### config.mk
export PLATFORM = sky130hd
export DESIGN_NAME = hazard_fwd_ctrl
export DESIGN_NICKNAME = d
export VERILOG_FILES = /design/src/rtl/hazard_pkg.sv /design/src/rtl/hazard_fwd_ctrl_lane.sv /design/src/rtl/hazard_fwd_ctrl.sv
export SDC_FILE = /design/constraint.sdc
export NUM_CORES = 1
export LEC_CHECK = 0
export ABC_CLOCK_PERIOD_IN_PS = 1500
export CAP_MARGIN = 20
export CORE_MARGIN = 8
export CORE_UTILIZATION = 30
export CTS_CLUSTER_DIAMETER = 200
export CTS_CLUSTER_SIZE = 40
export DETAILED_ROUTE_END_ITERATION = 7
export GPL_ROUTABILITY_DRIVEN = 0
export PLACE_DENSITY_LB_ADDON = 0.2
export SETUP_SLACK_MARGIN = 0.4
export SLEW_MARGIN = 25
export SYNTH_ARGS = -nofsm -noshare
export SYNTH_HDL_FRONTEND = slang
export SYNTH_HIERARCHICAL = 1
export SYNTH_SLANG_ARGS = --single-unit
### constraint.sdc
create_clock -name clk -period 1.5 [get_ports clk]
set_input_delay 0.3 -clock clk [delete_from_list [all_inputs] [get_ports clk]]
set_output_delay 0.3 -clock clk [all_outputs]
set_load 0.05 [all_outputs]
### src/rtl/hazard_pkg.sv
// Shared types and constants for the hazard/forwarding controller.
// Latency: n/a (types and pure functions only).
// Backpressure: n/a.
//
// Contents: fwd_sel_e (EX operand mux select), hz_state_e (stall engine
// state), REG_ZERO (hard-wired zero register index), sat_add32 helper.
package hazard_pkg;

    typedef enum logic [1:0] {
        FWD_RF  = 2'b00,
        FWD_MEM = 2'b10,
        FWD_WB  = 2'b01
    } fwd_sel_e;

    // Prefixed so the state names never collide with the LOAD_STALL parameter.
    typedef enum logic [1:0] {
        HZ_IDLE       = 2'd0,
        HZ_LOAD_STALL = 2'd1,
        HZ_MC_BUSY    = 2'd2
    } hz_state_e;

    localparam int REG_ZERO = 0;

    // 32-bit saturating accumulate of a small increment.
    function automatic logic [31:0] sat_add32(input logic [31:0] a, input logic [2:0] b);
        logic [32:0] s;
        s = {1'b0, a} + {30'b0, b};
        return s[32] ? 32'hFFFF_FFFF : s[31:0];
    endfunction

endpackage

### src/rtl/hazard_fwd_ctrl_lane.sv
// Forwarding select for one EX source operand.
// Latency: combinational.
// Backpressure: none; pure decode of pipeline register fields.
//
// Ports: rs (source index in ID/EX), ex_mem_rd/regwrite, mem_wb_rd/regwrite,
// sel (FWD_MEM beats FWD_WB beats FWD_RF; register zero never forwards).
module fwd_sel_lane
    import hazard_pkg::*;
#(
    parameter int REG_AW = 5
) (
    input  logic [REG_AW-1:0] rs,
    input  logic [REG_AW-1:0] ex_mem_rd,
    input  logic              ex_mem_regwrite,
    input  logic [REG_AW-1:0] mem_wb_rd,
    input  logic              mem_wb_regwrite,
    output fwd_sel_e          sel
);

    always_comb begin
        sel = FWD_RF;
        if (ex_mem_regwrite && (ex_mem_rd != REG_AW'(REG_ZERO)) && (rs == ex_mem_rd)) begin
            sel = FWD_MEM;
        end else if (mem_wb_regwrite && (mem_wb_rd != REG_AW'(REG_ZERO)) && (rs == mem_wb_rd)) begin
            sel = FWD_WB;
        end
    end

endmodule

### src/rtl/hazard_fwd_ctrl.sv
// Hazard controller: per-source forwarding selects plus load-use / multi-cycle stall engine.
// Latency: forwarding and first-cycle stalls are combinational; engine state updates each clk.
// Backpressure: stall_if/stall_id hold the front end, hold_ex freezes EX while MUL/DIV is busy.
//
// Ports: id_* decode sources, ex_rs / *_rd / *_regwrite pipeline fields, mc_start,
// outputs fwd_sel (2 bits per source), stall_if, stall_id, bubble_ex, hold_ex, mc_busy.
// Optional macro HAZARD_FWD_STATS_EN adds stat_lu_stalls, stat_mc_cycles, stat_fwd_events.
module hazard_fwd_ctrl
    import hazard_pkg::*;
#(
    parameter int REG_AW     = 5,
    parameter int NUM_SRC    = 2,
    parameter int LOAD_STALL = 1,
    parameter int MC_LAT     = 4
) (
    input  logic                      clk,
    input  logic                      rst,
    input  logic [NUM_SRC*REG_AW-1:0] id_rs,
    input  logic                      id_valid,
    input  logic [NUM_SRC*REG_AW-1:0] ex_rs,
    input  logic [REG_AW-1:0]         id_ex_rd,
    input  logic                      id_ex_regwrite,
    input  logic                      id_ex_memread,
    input  logic [REG_AW-1:0]         ex_mem_rd,
    input  logic                      ex_mem_regwrite,
    input  logic [REG_AW-1:0]         mem_wb_rd,
    input  logic                      mem_wb_regwrite,
    input  logic                      mc_start,
    output logic [NUM_SRC*2-1:0]      fwd_sel,
    output logic                      stall_if,
    output logic                      stall_id,
    output logic                      bubble_ex,
    output logic                      hold_ex,
    output logic                      mc_busy
`ifdef HAZARD_FWD_STATS_EN
    ,
    output logic [31:0]               stat_lu_stalls,
    output logic [31:0]               stat_mc_cycles,
    output logic [31:0]               stat_fwd_events
`endif
);

    localparam int MC_W = $clog2(MC_LAT) + 1;
    localparam int LD_W = $clog2(LOAD_STALL) + 1;

    hz_state_e         state_q, state_d;
    logic [MC_W-1:0]   mc_cnt_q, mc_cnt_d;
    logic [LD_W-1:0]   ld_cnt_q, ld_cnt_d;
    logic [NUM_SRC-1:0] src_hit;
    logic              lu;
    fwd_sel_e          lane_sel [NUM_SRC];

    // Forwarding lanes and load-use source compare, one per source operand.
    for (genvar i = 0; i < NUM_SRC; i++) begin : g_src
        fwd_sel_lane #(.REG_AW(REG_AW)) u_lane (
            .rs              (ex_rs[i*REG_AW +: REG_AW]),
            .ex_mem_rd       (ex_mem_rd),
            .ex_mem_regwrite (ex_mem_regwrite),
            .mem_wb_rd       (mem_wb_rd),
            .mem_wb_regwrite (mem_wb_regwrite),
            .sel             (lane_sel[i])
        );
        assign fwd_sel[2*i +: 2] = rst ? FWD_RF : lane_sel[i];
        assign src_hit[i]        = (id_rs[i*REG_AW +: REG_AW] == id_ex_rd);
    end

    assign lu = id_valid && id_ex_memread && id_ex_regwrite &&
                (id_ex_rd != REG_AW'(REG_ZERO)) && (|src_hit);

    always_ff @(posedge clk) begin
        if (rst) begin
            state_q  <= HZ_IDLE;
            mc_cnt_q <= '0;
            ld_cnt_q <= '0;
        end else begin
            state_q  <= state_d;
            mc_cnt_q <= mc_cnt_d;
            ld_cnt_q <= ld_cnt_d;
        end
    end

    // The detect/start cycle in IDLE already counts as the first stall or busy
    // cycle, so both counters hold "cycles still to go after this one" and the
    // engine leaves its state on the cycle where that reaches one. A single-cycle
    // load stall is fully covered by the detect cycle and never enters LOAD_STALL.
    always_comb begin
        state_d   = state_q;
        mc_cnt_d  = mc_cnt_q;
        ld_cnt_d  = ld_cnt_q;
        stall_if  = 1'b0;
        stall_id  = 1'b0;
        bubble_ex = 1'b0;
        hold_ex   = 1'b0;
        mc_busy   = 1'b0;
        case (state_q)
            HZ_IDLE: begin
                if (mc_start) begin
                    state_d  = HZ_MC_BUSY;
                    mc_cnt_d = MC_W'(MC_LAT - 1);
                    mc_busy  = 1'b1;
                    hold_ex  = 1'b1;
                    stall_if = 1'b1;
                    stall_id = 1'b1;
                end else if (lu) begin
                    stall_if  = 1'b1;
                    stall_id  = 1'b1;
                    bubble_ex = 1'b1;
                    ld_cnt_d  = LD_W'(LOAD_STALL - 1);
                    if (LOAD_STALL > 1) begin
                        state_d = HZ_LOAD_STALL;
                    end
                end
            end
            HZ_LOAD_STALL: begin
                // ID/EX already carries the NOP inserted on the detect cycle.
                stall_if = 1'b1;
                stall_id = 1'b1;
                if (ld_cnt_q <= LD_W'(1)) begin
                    state_d  = HZ_IDLE;
                    ld_cnt_d = '0;
                end else begin
                    ld_cnt_d = ld_cnt_q - LD_W'(1);
                end
            end
            HZ_MC_BUSY: begin
                mc_busy  = 1'b1;
                hold_ex  = 1'b1;
                stall_if = 1'b1;
                stall_id = 1'b1;
                mc_cnt_d = mc_cnt_q - MC_W'(1);
                if (mc_cnt_q <= MC_W'(1)) begin
                    state_d = HZ_IDLE;
                end
            end
            default: begin
                state_d = HZ_IDLE;
            end
        endcase
        // Reset drops every stall immediately rather than on the next edge.
        if (rst) begin
            stall_if  = 1'b0;
            stall_id  = 1'b0;
            bubble_ex = 1'b0;
            hold_ex   = 1'b0;
            mc_busy   = 1'b0;
        end
    end

`ifdef HAZARD_FWD_STATS_EN
    logic [2:0] fwd_cnt;

    always_comb begin
        fwd_cnt = '0;
        for (int i = 0; i < NUM_SRC; i++) begin
            if (fwd_sel[2*i +: 2] != 2'b00) begin
                fwd_cnt = fwd_cnt + 3'd1;
            end
        end
    end

    // A load-use stall cycle is any front-end stall not owned by the MC unit.
    always_ff @(posedge clk) begin
        if (rst) begin
            stat_lu_stalls  <= '0;
            stat_mc_cycles  <= '0;
            stat_fwd_events <= '0;
        end else begin
            stat_lu_stalls  <= sat_add32(stat_lu_stalls, {2'b0, stall_id && !mc_busy});
            stat_mc_cycles  <= sat_add32(stat_mc_cycles, {2'b0, mc_busy});
            stat_fwd_events <= sat_add32(stat_fwd_events, fwd_cnt);
        end
    end
`endif

endmodule

==> results by group <==
Detailed routing
  • WL final: 2.80 mm
  • First-pass detailed-route iteration total: 3
  • Post-DR wirelength/cell: 15.6 microns
  • DR DRC count: 0
  • Antenna viol nets, final: 0
  • Via-to-Cell Ratio: 4.99
  • Initial drt markers: 42
  • Vias: 893

Die
  • Die Height: 63.6 microns
  • CORE AREA: 0.00217 sq mm
  • Die width: 63.6 microns
  • Initial Utilization: 31.3%
  • Top-level port count: 52
  • Total Die Area: 0.00404 sq mm
  • Row cnt: 17

Synth
  • Cell count after synthesis: 87
  • Post-synth cell types: 26
  • Average size of a mapped cell: 7.81 sq um
  • Synth warn: 6
  • Synth area leader: xor2_1
  • Syn_nets: 131
  • Synthesized flop and latch total: 4
  • Area contributors post-synth: xor2_1, xnor2_1, dfxtp_1
  • Post-synth top area share: 20.6%
  • Sequential-to-total area share from yosys stat: 11.8%
  • Mapped Area: 679 sq um

STA
  • RSZ-0062 raised after global routing: true
  • Fmax: 579 MHz
  • Setup TNS: -1.41 ns
  • Fin worst setup slack: -0.226 ns
  • Crit path time final: 1.73 ns
  • Worst slew margin: 81.2%
  • Final worst path period share: 115%
  • Final Hold Fails: 0
  • Final Slew Violations: 0
  • Setup-failing EPs final: 7
  • Clock Skew: 0.00489 ns
  • Slew of the pin with the lowest slew margin: 0.282 ns

Placed design
  • DP Wirelength: 2.20 mm
  • Pre-CTS setup slack: -0.677 ns
  • Post-placement cell count: 168
  • I/O Buffers: 51

Cells and area
  • Area grow syn2layout: 123%
  • Nets@finish: 197
  • ANT cells: 0
  • Final Non-Filler Cells: 179
  • Layout cells sized above 1: 54.3%

GRT
  • Grt ovf: 0
  • GR Util All Layers: 13.0%
  • Vias in the first global route: 1,020
  • Initial antenna violation count: 0
  • First-pass GRT wire length: 4.41 mm
  • Largest net degree at the start of global routing: 8

Setup path
  • Worst Path Required: 1.20 ns
  • CP endpoint kind: primary output
  • Worst path arrival time: 1.43 ns
  • Crit path kind: input pin to primary output
  • Maximum fanout along the worst path: 3
  • Startpoint Class: input pin

Power and ir drop
  • P per Cell Area: 446 mW/mm^2
  • VDD IR max: 0.000611 V
  • Leak: 0.000625 uW

Clock tree
  • CTS tree: yes
  • CTS Buf Count: 3
  • H-tree levels: 1
  • Clk root buf: clkbuf_4
  • Clock slew at reported path FFs: 0.04 ns
  • Clock Latency Late Sink: 0.24 ns
  • Worst-case clock buffer depth: 2
  • CTS sink count: 4

Flow run
  • Max cap viols: 0

Outcome
  • Failing checks: negative setup slack
  • Outcome: finished, violations left

Min path
  • Worst min-delay path category: flop to flop
-- area by class of cell --
type	count	area (sq um)
Multi-Input combinational cell	77	743
Fill cell	190	657
Timing Repair Buffer	65	621
Sequential cell	4	83.8
Tap cell	28	35.0
Clock buffer	3	22.5
Inverter	2	7.51
-- through the flow --
step | hold WS, ns | power, uW | instance area, sq um | utilization, %
after floorplan | 0.445 | 317 | 826 | -
final | 0.479 | 675 | 1510 | 69.7
after global routing | 0.504 | 714 | 1510 | 69.7
after global placement | 0.460 | 517 | 1460 | 67.1
after CTS | 0.487 | 673 | 1530 | 70.6
after detailed placement | 0.477 | 525 | 1460 | 67.1
-- final timing paths --
| path | slack, ns | endpoint | depth (start not counted) | startpoint |
|---|---|---|---|---|
| worst max-delay path | -0.23 | stall_if | 5 | id_ex_rd[0] |
| worst min-delay path | 0.48 | mc_cnt_q[0]$_SDFFE_PP0P_ | 1 | mc_cnt_q[0]$_SDFFE_PP0P_ |
| worst max register to register | 0.47 | mc_cnt_q[2]$_SDFFE_PP0P_ | 4 | state_q[1]$_SDFFE_PP0P_ |
| worst min register to register | 0.48 | mc_cnt_q[0]$_SDFFE_PP0P_ | 1 | mc_cnt_q[0]$_SDFFE_PP0P_ |
-- placed cells by master (no fill, tap or decap), types with 2 or more instances in the layout --
cell type	n
buf_2	16
inv_1	2
buf_12	10
clkbuf_2	6
dlygate4sd2_1	8
o41ai_4	2
nor2b_4	4
a21oi_1	3
nand2_1	4
a211oi_2	2
nor4_1	2
xor2_1	16
nor3_1	7
nand3_1	4
clkdlybuf4s15_1	5
nor3_2	4
buf_4	8
xnor2_1	4
clkbuf_4	6
dfxtp_1	3
nor2_4	4
xnor2_2	6
a211oi_1	2
buf_6	6
nor2_1	2
buf_8	2
-- what timing repair did --
item                                    CTS  global route
cloned                                    0             0
hold buffers                              0             0
endpoints found under the setup margin   12             9
endpoints found under the hold margin     0             0
setup buffers                             8             0
pin swaps                                34            16
gates resized for setup                 124            26
-- critical path: stages --
cell and delay (ns):
buf_8 0.10, or4_4 0.54, o21ai_4 0.20, o22ai_4 0.12
buf_12 0.16
-- kinds of logic (layout without fill, tap and decap cells) --
family	count (synthesis)	count (layout)	synth area share (%)
simple gates	37	37	31.5
xor+xnor	26	26	33.5
compound gates	13	13	16.9
buf+inv	6	70	4.42
flops	4	4	11.8
fa+ha+maj	1	1	1.84
-- metal layers --
metal | routed length, microns | global-route usage [%] | vias to the layer above
li1 | - | - | 439
met1 | 994 | 12.0 | 414
met2 | 1530 | 25.1 | 40
met3 | 274 | 6.54 | 0
met4 | 0 | 1.67 | 0
met5 | 0 | 0 | -
-- power by group --
part	switching (uW)	total, uW	internal (uW)
clock	46.8	137	89.7
sequential	10.6	128	117
combinational	197	410	214
total	254	675	421
-- flip-flops by register name, summed over array words and instances (netlist names) --
signal	flops
state_q	1
mc_cnt_q	3
-- synth_stat cells, drive strengths merged --
| master | instances |
|---|---|
| xor2 | 16 |
| nor3 | 11 |
| xnor2 | 10 |
| nor2 | 6 |
| nor2b | 5 |
| a211oi | 4 |
| dfxtp | 4 |
| nand2 | 4 |
| nand3 | 4 |
| a21oi | 3 |
| nor4 | 3 |
| buf | 2 |
| clkbuf | 2 |
| inv | 2 |
| o21ai | 2 |
| o41ai | 2 |
| a22oi | 1 |
| and4b | 1 |
| ha | 1 |
| nand3b | 1 |
| nor3b | 1 |
| o22ai | 1 |
| or4 | 1 |
Note: power is estimated with default switching activity, not from simulation.
